File: config.mk
export PLATFORM = sky130hd
export DESIGN_NAME = ngp_fetch_unit
export DESIGN_NICKNAME = d
export VERILOG_FILES = /design/src/rtl/ngp_fetch_unit.sv
export SDC_FILE = /design/constraint.sdc
export NUM_CORES = 1
export LEC_CHECK = 0
export ABC_AREA = 0
export CAP_MARGIN = 0
export CORE_ASPECT_RATIO = 1.25
export CORE_MARGIN = 5
export CORE_UTILIZATION = 39
export DETAILED_ROUTE_END_ITERATION = 12
export GPL_TIMING_DRIVEN = 0
export HOLD_SLACK_MARGIN = 0.1
export PLACE_DENSITY_LB_ADDON = 0.1
export SLEW_MARGIN = 25
export SYNTH_ARGS = -nofsm -noshare
export SYNTH_HDL_FRONTEND = slang
export SYNTH_SLANG_ARGS = --single-unit
File: constraint.sdc
create_clock -name clk -period 3.5 [get_ports clk]
set_input_delay 0.7 -clock clk [delete_from_list [all_inputs] [get_ports clk]]
set_output_delay 0.7 -clock clk [all_outputs]
set_load 0.1 [all_outputs]
File: src/rtl/ngp_fetch_unit.sv
// Program counter and fetch sequencer for the NandGame-plus core.
// Provides increment/jump/call/return with a register-based return stack.
module ngp_fetch_unit #(
  parameter int ADDR_W = 16,
  parameter int STACK_DEPTH = 8,
  parameter logic [ADDR_W-1:0] RESET_ADDR = '0
) (
  input  logic clk,
  input  logic rst,
  input  logic stall,
  input  logic jmp,
  input  logic call,
  input  logic ret,
  input  logic [ADDR_W-1:0] target,
  input  logic err_clr,
  output logic [ADDR_W-1:0] addr,
  output logic addr_valid,
  output logic [$clog2(STACK_DEPTH+1)-1:0] depth,
  output logic stack_full,
  output logic stack_empty,
  output logic stack_err
);

  localparam int DW = $clog2(STACK_DEPTH+1);
  localparam int IW = $clog2(STACK_DEPTH);

  logic [ADDR_W-1:0] addr_q, addr_d;
  logic [ADDR_W-1:0] stack_q [STACK_DEPTH];
  logic [ADDR_W-1:0] inc, top;
  logic valid_q;
  logic [DW-1:0] depth_q, depth_d, dm1;
  logic err_q, err_d;
  logic push, ovf, unf, full, empty;

  assign inc = addr_q + ADDR_W'(1);
  assign full = (depth_q == DW'(STACK_DEPTH));
  assign empty = (depth_q == '0);
  assign dm1 = depth_q - DW'(1);
  // Top-of-stack read is combinational so ret completes in one cycle
  assign top = stack_q[dm1[IW-1:0]];

  always_comb begin
    addr_d = addr_q;
    depth_d = depth_q;
    push = 1'b0;
    ovf = 1'b0;
    unf = 1'b0;
    if (valid_q && !stall) begin
      priority case (1'b1)
        ret: begin
          if (empty) begin
            addr_d = inc;
            unf = 1'b1;
          end else begin
            addr_d = top;
            depth_d = dm1;
          end
        end
        call: begin
          addr_d = target;
          if (full) begin
            ovf = 1'b1;
          end else begin
            push = 1'b1;
            depth_d = depth_q + DW'(1);
          end
        end
        jmp: addr_d = target;
        default: addr_d = inc;
      endcase
    end
  end

  always_comb begin
    err_d = err_q;
    if (ovf || unf)
      err_d = 1'b1;
    else if (valid_q && err_clr)
      err_d = 1'b0;
  end

  always_ff @(posedge clk or posedge rst) begin
    if (rst) begin
      addr_q <= RESET_ADDR;
      valid_q <= 1'b0;
      depth_q <= '0;
      err_q <= 1'b0;
    end else begin
      valid_q <= 1'b1;
      addr_q <= addr_d;
      depth_q <= depth_d;
      err_q <= err_d;
    end
  end

  // Stack contents need no reset; depth alone defines what is live
  always_ff @(posedge clk) begin
    if (push)
      stack_q[depth_q[IW-1:0]] <= inc;
  end

  assign addr = addr_q;
  assign addr_valid = valid_q;
  assign depth = depth_q;
  assign stack_full = full;
  assign stack_empty = empty;
  assign stack_err = err_q;

endmodule
==> summary.txt <==
Floorplan
  – I/O pins: 47
  – FP Rows: 53
  – Effective utilization at floorplan: 0.394
  – Floorplan Core Area: ~17,000 sq um
  – Height of the chip: roughly 160 um
  – Floorplan die width: 126 um
  – Die area: 19,600 sq um

STA
  – Part of the cycle the worst path needs: 0.952
  – Worst Slack Setup Final: 0.167 ns
  – Upper clock frequency limit: 0.300 GHz
  – Final clock skew: around 0.0087 ns
  – Final setup violation count: 0
  – Unrepaired setup endpoints after global routing: no
  – Number of max-slew violations in the final report: 0
  – Sum of negative setup slack: 0 ns
  – Final hold violation count: 0
  – Minimum clock period after layout: 3.33 ns
  – Slew at the pin closest to its max-slew limit: approximately 1 ns
  – Worst slew slack as a fraction of its limit: 0.329

Logic synthesis
  – Share of synthesized flip-flops with an asynchronous set or reset: 0.147
  – Synthesized area: 6590 sq um
  – Post-Synthesis Cells: approximately 450
  – Part of the Yosys area used for sequential elements: 0.667
  – Avg Cell Area, Syn: roughly 15 sq um
  – Synthesis Warnings: 0
  – Post-Syn Nets: approximately 480
  – Count of distinct cell types in the synthesized netlist: 51
  – Post-synth top flop: edfxtp_1
  – Number of storage elements in the synthesis netlist: 150
  – Count of flip-flops with a built-in enable after synthesis: 128

Finish
  – Nets@finish: between 500 and 600
  – Footprint of the flip-flops and latches: between 4000 and 5000 sq um
  – Synthesis-to-layout area growth: 23.4%
  – Area taken by multi-input logic gates: 2150 sq um
  – Layout Cells excl Fill: between 700 and 800
  – Count of inserted antenna diode cells: 0
  – Share of layout cells above drive strength 1: 0.193
  – Number of filler cells placed in the layout: ~1.5k

Place
  – Port bufs: between 40 and 50
  – Dpl ws: -0.267 ns
  – Final HPWL DP: 11.8 mm
  – Routability congestion estimate from global placement: approximately 0.83
  – Placed cell count: ~720

Drt
  – Number of design rule violations left after detail routing: 0
  – Sum of routed wire length over all layers: approximately 18 mm
  – Vias after detailed routing: approximately 4.1k
  – First drt pass iteration count: 5
  – Routed WL per cell: 24.0 um
  – Vias/cell: 5.49
  – Number of design-rule violations left by the first detailed-router iteration: 379
  – Antenna Violating Nets Remaining: 0

Pwr
  – Power per Cell Area: approximately 960 nW/um^2
  – Leakage power: 0.00272 uW
  – Max rail drop VDD: between 0.5 and 0.6 mV

CTS
  – Clock root buffer: clkbuf_16
  – Count of clock tree sinks: 150
  – TritonCTS clock tree: done
  – Inserted Clock Buffers: 17
  – CTS hold repair buffers: 0
  – Clock Latency Late Sink: ~0.42 ns
  – # H-tree levels: 4
  – Longest Clk Path Bufs: 2
  – Clk pin slew, worst setup/hold paths: 0.06 ns

Flow run
  – Total of max-cap violations: 0

Global route
  – Vias in the first global route: around 4.3k
  – Largest net degree at the start of global routing: 23
  – Antenna violations before repair: 0
  – First-pass GRT wire length: around 27 mm
  – Overall global routing resource usage: 0.193
  – Aggregate global routing overflow: 0

Worst setup path
  – Worst path required time: roughly 2.8 ns
  – CP Max Fanout: 10
  – Data arrival time of the critical path: about 2.6 ns
  – Type of origin of the critical path: flop
  – Critical path class: reg2out
  – Critical Path Sink Type: output port

Hold path
  – Worst hold path type: reg2reg

Outcome
  – Status: finished clean
final timing paths:
path	startpoint	to	slack, ns	cells after the start
max	depth[0]$_DFFE_PP0P_	stack_empty	0.17	7
min	stack_err$_DFFE_PP0P_	stack_err$_DFFE_PP0P_	0.50	1
min in group asynchronous	rst	addr[15]$_DFFE_PP0P_	0.67	2
max in group asynchronous	rst	depth[0]$_DFFE_PP0P_	2.40	2
min reg2reg	stack_err$_DFFE_PP0P_	stack_err$_DFFE_PP0P_	0.50	1
max reg2reg	depth[0]$_DFFE_PP0P_	addr[8]$_DFFE_PP0P_	0.22	11
power breakdown:
| group | switching [uW] | internal, uW | total, uW | leakage [uW] |
|---|---|---|---|---|
| logic | 2340 | 1100 | 3440 | 0.00101 |
| registers | 259 | 2350 | 2610 | 0.00143 |
| clock network | 744 | 1060 | 1800 | 0.000273 |
| total | 3340 | 4500 | 7840 | 0.00272 |
repair_timing:
action / in CTS / in global routing
gates cloned: 0 / 0
endpoints found under the hold margin: 0 / 0
setup endpoints to repair: 27 / 22
setup buffers: 0 / 3
pin swaps: 0 / 2
gates resized for setup: 15 / 4
per-stage QoR:
stage           util  hold slack, ns  total power, uW  cell area, sq um
2_1_floorplan      -           0.638             5030              6610
3_3_place_gp   0.440           0.487             6000              7350
3_5_place_dp   0.450           0.485             6080              7520
4_1_cts        0.484           0.505             7890              8100
5_1_grt        0.487           0.512             8200              8130
6_report       0.487           0.500             7840              8130
synth_stat cells, types with 10 or more instances:
cell / instances / area, sq um
mux4_2: 30 / 676
clkbuf_1: 12 / 45.0
nand3_1: 10 / 50.1
o21ai_0: 22 / 110
edfxtp_1: 128 / 3840
xnor2_1: 13 / 114
nand2_1: 54 / 203
dfrtp_1: 22 / 551
nor3_1: 10 / 50.1
nor2_1: 35 / 131
a21oi_1: 15 / 75.1
state kept, by name, indices dropped and copies added, names as in the netlist:
register    flops
stack_q       128
addr           16
depth           4
addr_valid      1
stack_err       1
critical path, cell delays in order, from the launching register on:
cell	delay (ns)
dfrtp_2	0.42
buf_4	0.21
buf_4	0.23
buf_4	0.22
inv_1	0.17
ha_1	0.22
nor3b_4	0.33
clkbuf_4	0.41
cells in the final DEF, fill, tap and decap left out, types with 3 or more instances in the layout:
master           synthesis  routed
nor2_1                  35      29
a22oi_1                  4       4
nand3_1                 10      10
ha_1                     4       4
mux4_2                  30      30
mux2i_1                  6       6
nand4_1                  7       7
clkdlybuf4s50_1          0      44
buf_4                    2       6
o211ai_1                 7       7
buf_2                    7       7
nand2_1                 54      54
buf_16                   0       3
clkbuf_1                12      12
nor2_4                   0       6
inv_1                    7       6
inv_6                    0       5
nor3_1                  10       8
clkinvlp_4               0       3
o21ai_0                 22      22
dfrtp_1                 22      21
nor2b_1                  3       3
nand2b_1                 6       6
a21oi_1                 15      15
xor2_1                   7       7
edfxtp_1               128     128
clkbuf_16                0      17
xnor2_1                 13      12
area by class of cell:
cell class / count / share of cell area
well taps: 220 / 0.0339
flip-flops and latches: 150 / 0.541
clock inverters: 13 / 0.0177
repair buffers: 54 / 0.0723
plain buffers: 22 / 0.0140
clock buffers: 19 / 0.0532
multi-input cells: 269 / 0.265
inverters: 7 / 0.00323
layer usage:
metal,track usage,part of all wire
met3,0.0443,0.067
met2,0.312,0.48
met5,0,0
met4,0.0797,0.025
met1,0.251,0.42
cell families (layout without fill, tap and decap cells):
logic type / Yosys count / after routing / share of synthesized area
AO/OA/AOI/OAI: 66 / 66 / 0.0638
XOR/XNOR: 20 / 20 / 0.0266
adder cells (fa/ha/maj): 4 / 4 / 0.00760
buffers and inverters: 29 / 115 / 0.0190
flip-flops: 150 / 150 / 0.667
multiplexers: 38 / 38 / 0.115
other: 1 / 1 / 0.000569
AND/OR/NAND/NOR: 140 / 140 / 0.100
Power figures use the tool's default switching activity.
==> variant: new RTL, config.mk and constraints unchanged <==
Change the parameter `ADDR_W` from 16 to 15.
--- a/src/rtl/ngp_fetch_unit.sv
+++ b/src/rtl/ngp_fetch_unit.sv
@@ -1,7 +1,7 @@
 // Program counter and fetch sequencer for the NandGame-plus core.
 // Provides increment/jump/call/return with a register-based return stack.
 module ngp_fetch_unit #(
-  parameter int ADDR_W = 16,
+  parameter int ADDR_W = 15,
   parameter int STACK_DEPTH = 8,
   parameter logic [ADDR_W-1:0] RESET_ADDR = '0
 ) (
Ports: changed (resized addr and target); port bits go from 47 to 45. The function was not compared with the original's and may differ.
==> variant against the unedited design <==
Largest cell class unchanged. Sequential share of layout area shrank 0.53 points. Via count decreased by 3.4%. Synthesized area is 4.9% lower. Total power fell by 5.5%. Combinational power is 7.6% lower. Routed wire length is 5.4% lower. Largest power group unchanged. Sequential cell count shrank 9. Worst hold slack improved by 0.0030 ns. First-iteration DRC count up 19%. Final area shrank 5.1%. Worst setup slack worse by 0.023 ns.
==> variant: results (changes against the unedited design) <==
Post-Layout Cell Count -> 718 (-4.8%)
total power divided by cell area -> 961 nW/um2 (-0.42%)
GR met1 Demand/Resource -> 26.0% (+0.89 points)
number of flip-flops under the largest register name -> 120 (-6.3%)
Post-synth EDFFs -> 120 (-6.3%)
Placer Congestion -> 0.826 (-1.0%)
iteration count of the initial detailed-routing pass -> 8 (+3)
power in combinational cells -> 0.00318 W (-7.6%)
Pleak -> 2.62 nW (-3.6%)
leading post-synthesis cells by cell area -> sky130_fd_sc_hd__edfxtp_1, sky130_fd_sc_hd__dfrtp_1, sky130_fd_sc_hd__mux4_2, sky130_fd_sc_hd__nand2_1, sky130_fd_sc_hd__nor2_1
standard cell area after detailed placement -> 7100 um2 (-5.6%)
first-pass GRT wire length -> 25,600 um (-5.5%)
overall power consumption -> 0.00741 W (-5.5%)
via count of the first global-routing pass -> 4,108 (-3.9%)
Max-Slew Margin vs Limit -> 34.0% (+1.0 points)
met2 Resource Use GR -> 30.6% (-0.56 points)
largest net degree at the start of global routing -> 22 (-4.3%)
number of vias in the routed layout -> 4,001 (-3.4%)
number of input and output port buffers inserted -> 44 (-4.3%)
nets@finish -> 519 (-5.3%)
all-layer global routing usage -> 19.3% (+0.029 points)
outcome -> finished, final reports clean
post-route clock skew -> 0.00880 ns (+0.0000924 ns)
average wire per cell in the routed design -> 23.9 um (-0.63%)
Metal-1 WL -> 7290 um (-4.8%)
Post-synth ARST share -> 14.9% (+0.23 points)
average cell area after synthesis -> 14.7 um2 (about the same)
Pint -> 0.00433 W (-3.8%)
post-synthesis sequential area ratio -> 65.9% (-0.77 points)
variant: final timing paths:
check | slack (ns) | to | cells past startpoint | startpoint
max | 0.14 | stack_empty | 7 | depth[0]$_DFFE_PP0P_
min | 0.50 | stack_err$_DFFE_PP0P_ | 1 | stack_err$_DFFE_PP0P_
max reg2reg | 0.23 | addr[8]$_DFFE_PP0P_ | 10 | depth[0]$_DFFE_PP0P_
min reg2reg | 0.50 | stack_err$_DFFE_PP0P_ | 1 | stack_err$_DFFE_PP0P_
max in group asynchronous | 2.37 | depth[0]$_DFFE_PP0P_ | 2 | rst
min in group asynchronous | 0.68 | addr[2]$_DFFE_PP0P_ | 2 | rst
variant: worst max-delay path, cell delays in order, from the launching register on:
cell	delay, ns
sky130_fd_sc_hd__dfrtp_2	0.42
sky130_fd_sc_hd__buf_2	0.20
sky130_fd_sc_hd__buf_2	0.24
sky130_fd_sc_hd__inv_1	0.25
sky130_fd_sc_hd__ha_1	0.24
sky130_fd_sc_hd__or3b_1	0.43
sky130_fd_sc_hd__inv_1	0.13
sky130_fd_sc_hd__clkbuf_4	0.34
variant: cells by family (layout without fill, tap and decap cells):
logic type | Yosys count | count (layout) | synth area share (%)
AND/OR/NAND/NOR | 119 | 119 | 9.45
flip-flops | 141 | 141 | 65.9
AO/OA/AOI/OAI | 72 | 72 | 7.65
multiplexers | 36 | 36 | 11.1
other | 1 | 1 | 0.0599
adder cells (fa/ha/maj) | 4 | 4 | 0.799
buffers and inverters | 34 | 114 | 2.32
XOR/XNOR | 19 | 19 | 2.66
variant: area by class of cell:
class,count,share of cell area (%)
multi-input combinational,251,26.7
buffer,26,1.52
timing repair buffer,48,6.47
clock inverter,15,2.38
inverter,8,0.389
sequential,141,53.5
clock buffer,17,5.51
tap,212,3.44
